==> src/rtl/hazard_scoreboard_pkg.sv <==
// Shared constants for the hazard scoreboard: default geometry, the
// "source unused" Tuse encoding, and MDU latencies.
package hazard_scoreboard_pkg;

    // Default geometry of the scoreboard
    localparam int HS_RA_W   = 5;   // register address width
    localparam int HS_TNEW_W = 2;   // Tnew / Tuse field width
    localparam int HS_DEPTH  = 3;   // tracked stages after D (E, M, W)
    localparam int HS_CNT_W  = 32;  // stall cycle counter width

    // Entry field widths: {wa, tnew, epc}
    localparam int SB_WA_W   = HS_RA_W;
    localparam int SB_TNEW_W = HS_TNEW_W;
    localparam int SB_EPC_W  = 1;

    // Default multiply/divide unit busy latencies
    localparam int HS_MULT_CYCLES = 5;
    localparam int HS_DIV_CYCLES  = 10;

    // A Tuse of all-ones marks a source operand the instruction never reads
    localparam logic [HS_TNEW_W-1:0] TNEW_UNUSED = '1;

    // Width needed to hold the longer of the two MDU latencies
    function automatic int md_cnt_w(input int mult_cycles, input int div_cycles);
        int longest;
        longest = (div_cycles > mult_cycles) ? div_cycles : mult_cycles;
        return (longest < 1) ? 1 : $clog2(longest + 1);
    endfunction

endpackage

==> src/rtl/hazard_scoreboard_entry_compare.sv <==
// Per-entry hazard comparator: the entry writes the source register and its
// result will not be ready in time (Tnew > Tuse). Writes to r0 never match.
module sb_entry_compare
    import hazard_scoreboard_pkg::*;
#(
    parameter int RA_W   = HS_RA_W,
    parameter int TNEW_W = HS_TNEW_W
) (
    input  logic [RA_W-1:0]   i_wa,
    input  logic [TNEW_W-1:0] i_tnew,
    input  logic [RA_W-1:0]   i_src,
    input  logic [TNEW_W-1:0] i_tuse,
    output logic              o_hit
);

    logic w_addr_match;
    logic w_late;

    assign w_addr_match = (i_wa != '0) && (i_wa == i_src);
    assign w_late       = (i_tnew > i_tuse);
    assign o_hit        = w_addr_match & w_late;

endmodule

==> src/rtl/hazard_scoreboard.sv <==
// Hazard scoreboard beside the D stage. In-flight register writes shift
// through a DEPTH-entry scoreboard with a Tnew countdown; a D instruction
// stalls while any source it reads is produced too late, while the MDU is
// busy and it touches HI/LO, or while an mtc0 to EPC is ahead of an eret.
//
// Control contract: stall holds F/D and injects a bubble into E. A D
// instruction is accepted (issued) in a cycle where valid_d=1, stall=0 and
// flush=0; only issued instructions enter the scoreboard or start the MDU.
module hazard_scoreboard
    import hazard_scoreboard_pkg::*;
#(
    parameter int RA_W        = HS_RA_W,
    parameter int DEPTH       = HS_DEPTH,
    parameter int TNEW_W      = HS_TNEW_W,
    parameter int MULT_CYCLES = HS_MULT_CYCLES,
    parameter int DIV_CYCLES  = HS_DIV_CYCLES,
    parameter int CNT_W       = HS_CNT_W
) (
    input  logic              clk,
    input  logic              reset,
    input  logic              valid_d,
    input  logic [RA_W-1:0]   rs_d,
    input  logic [RA_W-1:0]   rt_d,
    input  logic [TNEW_W-1:0] tuse_rs_d,
    input  logic [TNEW_W-1:0] tuse_rt_d,
    input  logic [RA_W-1:0]   wa_d,
    input  logic [TNEW_W-1:0] tnew_d,
    input  logic              md_start_d,
    input  logic              md_div_d,
    input  logic              md_use_d,
    input  logic              eret_d,
    input  logic              epc_wr_d,
    input  logic              flush,
    output logic              stall,
    output logic              md_busy,
    output logic [CNT_W-1:0]  stall_cnt
);

    localparam int                MD_W       = md_cnt_w(MULT_CYCLES, DIV_CYCLES);
    localparam logic [MD_W-1:0]   MD_MULT    = MD_W'(MULT_CYCLES);
    localparam logic [MD_W-1:0]   MD_DIV     = MD_W'(DIV_CYCLES);
    localparam logic [MD_W-1:0]   MD_ONE     = MD_W'(1);
    localparam logic [TNEW_W-1:0] TNEW_ONE   = TNEW_W'(1);
    localparam logic [TNEW_W-1:0] TUSE_NONE  = {TNEW_W{1'b1}};
    localparam logic [CNT_W-1:0]  CNT_ONE    = CNT_W'(1);

    // Scoreboard entries: index 0 is E, index DEPTH-1 is the oldest tracked stage
    logic [DEPTH-1:0][RA_W-1:0]   r_wa;
    logic [DEPTH-1:0][TNEW_W-1:0] r_tnew;
    logic [DEPTH-1:0]             r_epc;

    logic [MD_W-1:0]  r_md_cnt;
    logic [CNT_W-1:0] r_stall_cnt;

    logic [DEPTH-1:0] w_hit_rs;
    logic [DEPTH-1:0] w_hit_rt;
    logic             w_rs_live;
    logic             w_rt_live;
    logic             w_stall_rs;
    logic             w_stall_rt;
    logic             w_stall_md;
    logic             w_stall_cp0;
    logic             w_stall;
    logic             w_issue;
    logic             w_md_load;
    logic             w_cnt_sat;

    // One comparator pair (rs, rt) per tracked stage
    for (genvar gi = 0; gi < DEPTH; gi++) begin : g_cmp
        sb_entry_compare #(
            .RA_W   (RA_W),
            .TNEW_W (TNEW_W)
        ) u_cmp_rs (
            .i_wa   (r_wa[gi]),
            .i_tnew (r_tnew[gi]),
            .i_src  (rs_d),
            .i_tuse (tuse_rs_d),
            .o_hit  (w_hit_rs[gi])
        );

        sb_entry_compare #(
            .RA_W   (RA_W),
            .TNEW_W (TNEW_W)
        ) u_cmp_rt (
            .i_wa   (r_wa[gi]),
            .i_tnew (r_tnew[gi]),
            .i_src  (rt_d),
            .i_tuse (tuse_rt_d),
            .o_hit  (w_hit_rt[gi])
        );
    end

    // A source takes part only when it is a real register that is actually read
    assign w_rs_live   = valid_d && (rs_d != '0) && (tuse_rs_d != TUSE_NONE);
    assign w_rt_live   = valid_d && (rt_d != '0) && (tuse_rt_d != TUSE_NONE);

    assign w_stall_rs  = w_rs_live & (|w_hit_rs);
    assign w_stall_rt  = w_rt_live & (|w_hit_rt);
    assign w_stall_md  = valid_d & md_use_d & (r_md_cnt != '0);
    assign w_stall_cp0 = valid_d & eret_d & (|r_epc);

    // A flush discards D anyway, so holding it would only lose a cycle
    assign w_stall     = (w_stall_rs | w_stall_rt | w_stall_md | w_stall_cp0) & ~flush;
    assign w_issue     = valid_d & ~w_stall & ~flush;
    assign w_md_load   = w_issue & md_start_d;
    assign w_cnt_sat   = (r_stall_cnt == '1);

    // Shift the scoreboard one stage per clock, aging Tnew; flush empties it
    always_ff @(posedge clk) begin
        if (reset || flush) begin
            r_wa   <= '0;
            r_tnew <= '0;
            r_epc  <= '0;
        end else begin
            r_wa[0]   <= w_issue ? wa_d     : '0;
            r_tnew[0] <= w_issue ? tnew_d   : '0;
            r_epc[0]  <= w_issue ? epc_wr_d : 1'b0;
            for (int i = 1; i < DEPTH; i++) begin
                r_wa[i]   <= r_wa[i-1];
                r_tnew[i] <= (r_tnew[i-1] != '0) ? (r_tnew[i-1] - TNEW_ONE) : '0;
                r_epc[i]  <= r_epc[i-1];
            end
        end
    end

    // MDU busy countdown; the operation is committed, so flush leaves it running
    always_ff @(posedge clk) begin
        if (reset) begin
            r_md_cnt <= '0;
        end else if (w_md_load) begin
            r_md_cnt <= md_div_d ? MD_DIV : MD_MULT;
        end else if (r_md_cnt != '0) begin
            r_md_cnt <= r_md_cnt - MD_ONE;
        end
    end

    // Saturating count of cycles spent stalled
    always_ff @(posedge clk) begin
        if (reset) begin
            r_stall_cnt <= '0;
        end else if (w_stall && !w_cnt_sat) begin
            r_stall_cnt <= r_stall_cnt + CNT_ONE;
        end
    end

    assign stall     = w_stall;
    assign md_busy   = (r_md_cnt != '0);
    assign stall_cnt = r_stall_cnt;

endmodule
==> config.mk <==
export PLATFORM = sky130hd
export DESIGN_NAME = hazard_scoreboard
export DESIGN_NICKNAME = d
export VERILOG_FILES = /design/src/rtl/hazard_scoreboard_pkg.sv /design/src/rtl/hazard_scoreboard_entry_compare.sv /design/src/rtl/hazard_scoreboard.sv
export SDC_FILE = /design/constraint.sdc
export NUM_CORES = 1
export LEC_CHECK = 0
export CAP_MARGIN = 25
export CELL_PAD_IN_SITES_DETAIL_PLACEMENT = 2
export CELL_PAD_IN_SITES_GLOBAL_PLACEMENT = 2
export CORE_UTILIZATION = 33
export DETAILED_ROUTE_END_ITERATION = 10
export PLACE_DENSITY = 0.93
export SLEW_MARGIN = 10
export SYNTH_ARGS = -nofsm -noshare
export SYNTH_HDL_FRONTEND = slang
export SYNTH_SLANG_ARGS = --single-unit
==> constraint.sdc <==
create_clock -name clk -period 5.1 [get_ports clk]
set_input_delay 1.02 -clock clk [delete_from_list [all_inputs] [get_ports clk]]
set_output_delay 1.02 -clock clk [all_outputs]
set_load 0.01 [all_outputs]
==> flow_metrics.env, run 1 <==
export IMPL_insertion_delay_ns=0.36
export IMPL_area_delta_synth_final_pct=30.3
export IMPL_vias=3186
export IMPL_fin_area_um2=4240
export IMPL_yosysSeqAreaShare=0.369
export IMPL_hold_ws_ns=0.476
export IMPL_setup_tns_ns=0
export IMPL_cts_setup_buffers=0
export IMPL_status="complete, no violations"
export IMPL_placed_cell_area_um2=4020
export IMPL_power_density_nw_per_um2=300
export IMPL_synth_top_area_share=0.369
export IMPL_viasPerCell=5.51
export IMPL_place_inst=562
export IMPL_cts_buffer_depth=2
export IMPL_critPathBufInv=3
export IMPL_ir_worst_vdd_mv=0.157
export IMPL_maxCapViolations=0
export IMPL_final_core_util=0.452
export IMPL_grt_pass1_vias=3575
export IMPL_routedWlPerCell_um=20.9
export IMPL_crit_type="in2out"
export IMPL_fp_dieW_um=101
export IMPL_synth_edff_count=0
export IMPL_wirelength_mm=12.1
export IMPL_cts_htree_levels=3
export IMPL_port_buffers=63
export IMPL_grt_pass1_wl_mm=19.4
export IMPL_ctsHoldBuffers=0
export IMPL_synth_area_leaders="dfxtp_1 (37%), xnor2_1 (7.5%), ha_1 (6.5%), a21oi_1 (4.8%), and2_1 (4.2%)"
export IMPL_ant_nets=0
export IMPL_drive_gt1_frac=0.0668
export IMPL_numClockSinks=60
export IMPL_layout_cells_non_filler=578
export IMPL_power_leakage_nw=1.44
export IMPL_final_max_slew_viol_count=0
export IMPL_critPathMaxFanout=5
export IMPL_synth_async_reset_ratio=0
export IMPL_max_slew_margin_rel=0.427
export IMPL_diodes=0
export IMPL_cp_required_ns=4.08
export IMPL_grt_max_degree=55
export IMPL_cts_resized=0
export IMPL_worstMarginPinSlew_ns=0.857
export IMPL_synth_area_leader_cell="dfxtp_1"
export IMPL_gp_congestion=0.867
export IMPL_row_count=35
export IMPL_die_y_um=101
export IMPL_max_stage_delay_ns=0.57
export IMPL_slowest_stage="clkdlybuf4s50_1"
export IMPL_drtIter0Drc=139
export IMPL_finalHoldViolCount=0
export IMPL_crit_family="simple AND/OR/NAND/NOR gates"
export IMPL_cts_tree="built"
export IMPL_grt_usage=0.252
export IMPL_first_pass_iters=5
export IMPL_cts_root_buf="clkbuf_8"
export IMPL_hpwl_mm=8.72
export IMPL_netlist_area_um2=3250
export IMPL_numCtsBuffers=9
export IMPL_synthTopCellsByCount="dfxtp_1 (60), a21oi_1 (31), xnor2_1 (28), nand2_1 (27), and2_1 (22)"
export IMPL_rsz0062_at_grt="false"
export IMPL_worstPathCellList="clkdlybuf4s50_1, inv_1, ha_1, nor2b_1, o2111ai_1, or4_4, nor4bb_1, and2_1, nor2_1, clkdlybuf4s50_1"
export IMPL_synth_most_common_cell="dfxtp_1"
export IMPL_io_pins=64
export IMPL_worstSetupEndpointType="primary output"
export IMPL_dieArea_um2=10300
export IMPL_p_total_mw=1.27
export IMPL_post_route_drc_count=0
export IMPL_grt_antenna_before_repair=0
export IMPL_yosysWarnings=0
export IMPL_synthCells=379
export IMPL_path_clk_slew_ns=0.06
export IMPL_skew_ns=0.0116
export IMPL_nFillCells=1068
export IMPL_arrival_ns=3.86
export IMPL_synth_seq_cells=60
export IMPL_setup_ws_ns=0.217
export IMPL_max_freq_ghz=0.205
export IMPL_start_util=0.347
export IMPL_min_path_type="reg2reg"
export IMPL_min_period_ns=4.88
export IMPL_synth_ff_type="dfxtp_1"
export IMPL_setup_viol=0
export IMPL_syn_nets=426
export IMPL_ys_types=43
export IMPL_grt_remaining_overflow=0
export IMPL_start_kind="input port"
export IMPL_core_um2=9370
export IMPL_crit_top_cell="clkdlybuf4s50_1"
export IMPL_avgSynthCellArea_um2=8.58
export IMPL_final_nets=491
export IMPL_pre_cts_ws_ns=0.230
export IMPL_timing_final_crit_share=0.958
## state kept, by name (all words and copies together) (netlist names)
| name | cells |
|---|---|
| r_wa | 15 |
| stall_cnt | 32 |
| r_tnew | 6 |
| r_epc | 3 |
| r_md_cnt | 4 |
## logic make-up after synthesis
logic type,synth area share
simple gates,0.288
fa+ha+maj,0.0654
buf+inv,0.0339
flops,0.369
xor+xnor,0.0889
mux,0.0235
compound gates,0.131
## final cells by class
cell class	instances	area [µm²]	share of cell area
inverter	15	56.3	0.0133
timing repair buffer	67	661	0.156
clock buffer	12	145	0.0342
tap	129	161	0.0381
multi-input combinational	291	1940	0.458
sequential	60	1200	0.283
clock inverter	4	72.6	0.0171
## worst reg2reg max path: stages (launching register included)
cell and delay [ns]:
dfxtp_1 0.36, inv_1 0.11, ha_1 0.29, nand2_1 0.12, nand4_1 0.14, nor4_1 0.51, nor4bb_1 0.16, a211o_1 0.33
buf_4 0.28, or4_1 0.55, a21oi_1 0.18
## final timing paths
check               start            end  slack (ns)  depth (start not counted)
min             r_tnew[0]      r_tnew[2]        0.48                          1
min reg2reg     r_tnew[0]      r_tnew[2]        0.48                          1
max          tuse_rt_d[1]          stall        0.22                         10
max reg2reg     r_tnew[2]  stall_cnt[29]        2.00                         10
## layout by cell type (no fill, tap or decap), types with 4 or more instances in the layout
master / count
nand3_1: 11
nand2_1: 27
inv_1: 15
a21oi_1: 31
o211ai_1: 6
mux2_2: 5
buf_4: 4
or3_1: 15
or2_2: 4
xor2_1: 5
nand4_1: 9
or4_1: 15
and3_1: 7
nor2_1: 19
clkbuf_8: 10
clkdlybuf4s50_1: 63
o21ai_0: 13
xnor2_1: 28
and2_1: 22
nor3_1: 10
ha_1: 17
nor4_1: 6
dfxtp_1: 60
nor2b_1: 8
o31ai_1: 10
## routing by layer
layer	up-vias	routed length [µm]	global-route usage
li1	1498	-	-
met1	1574	5060	0.286
met2	84	6270	0.457
met3	30	429	0.0469
met4	0	342	0.116
met5	-	0	0
## power by group
part | switching (mW) | total, mW | internal [mW]
clock network | 0.203 | 0.491 | 0.288
registers | 0.0208 | 0.510 | 0.489
logic | 0.150 | 0.270 | 0.121
Note: power is estimated with default switching activity, not from simulation.
==> run 2, diff against run 1 <==
--- a/config.mk
+++ b/config.mk
@@ -5,7 +5,7 @@
 export SDC_FILE = /design/constraint.sdc
 export NUM_CORES = 1
 export LEC_CHECK = 0
-export CAP_MARGIN = 25
+export CAP_MARGIN = 20
 export CELL_PAD_IN_SITES_DETAIL_PLACEMENT = 2
 export CELL_PAD_IN_SITES_GLOBAL_PLACEMENT = 2
 export CORE_UTILIZATION = 33
==> results of run 2 <==
The final DEF is identical to that of run 1; final timing and power are the same.
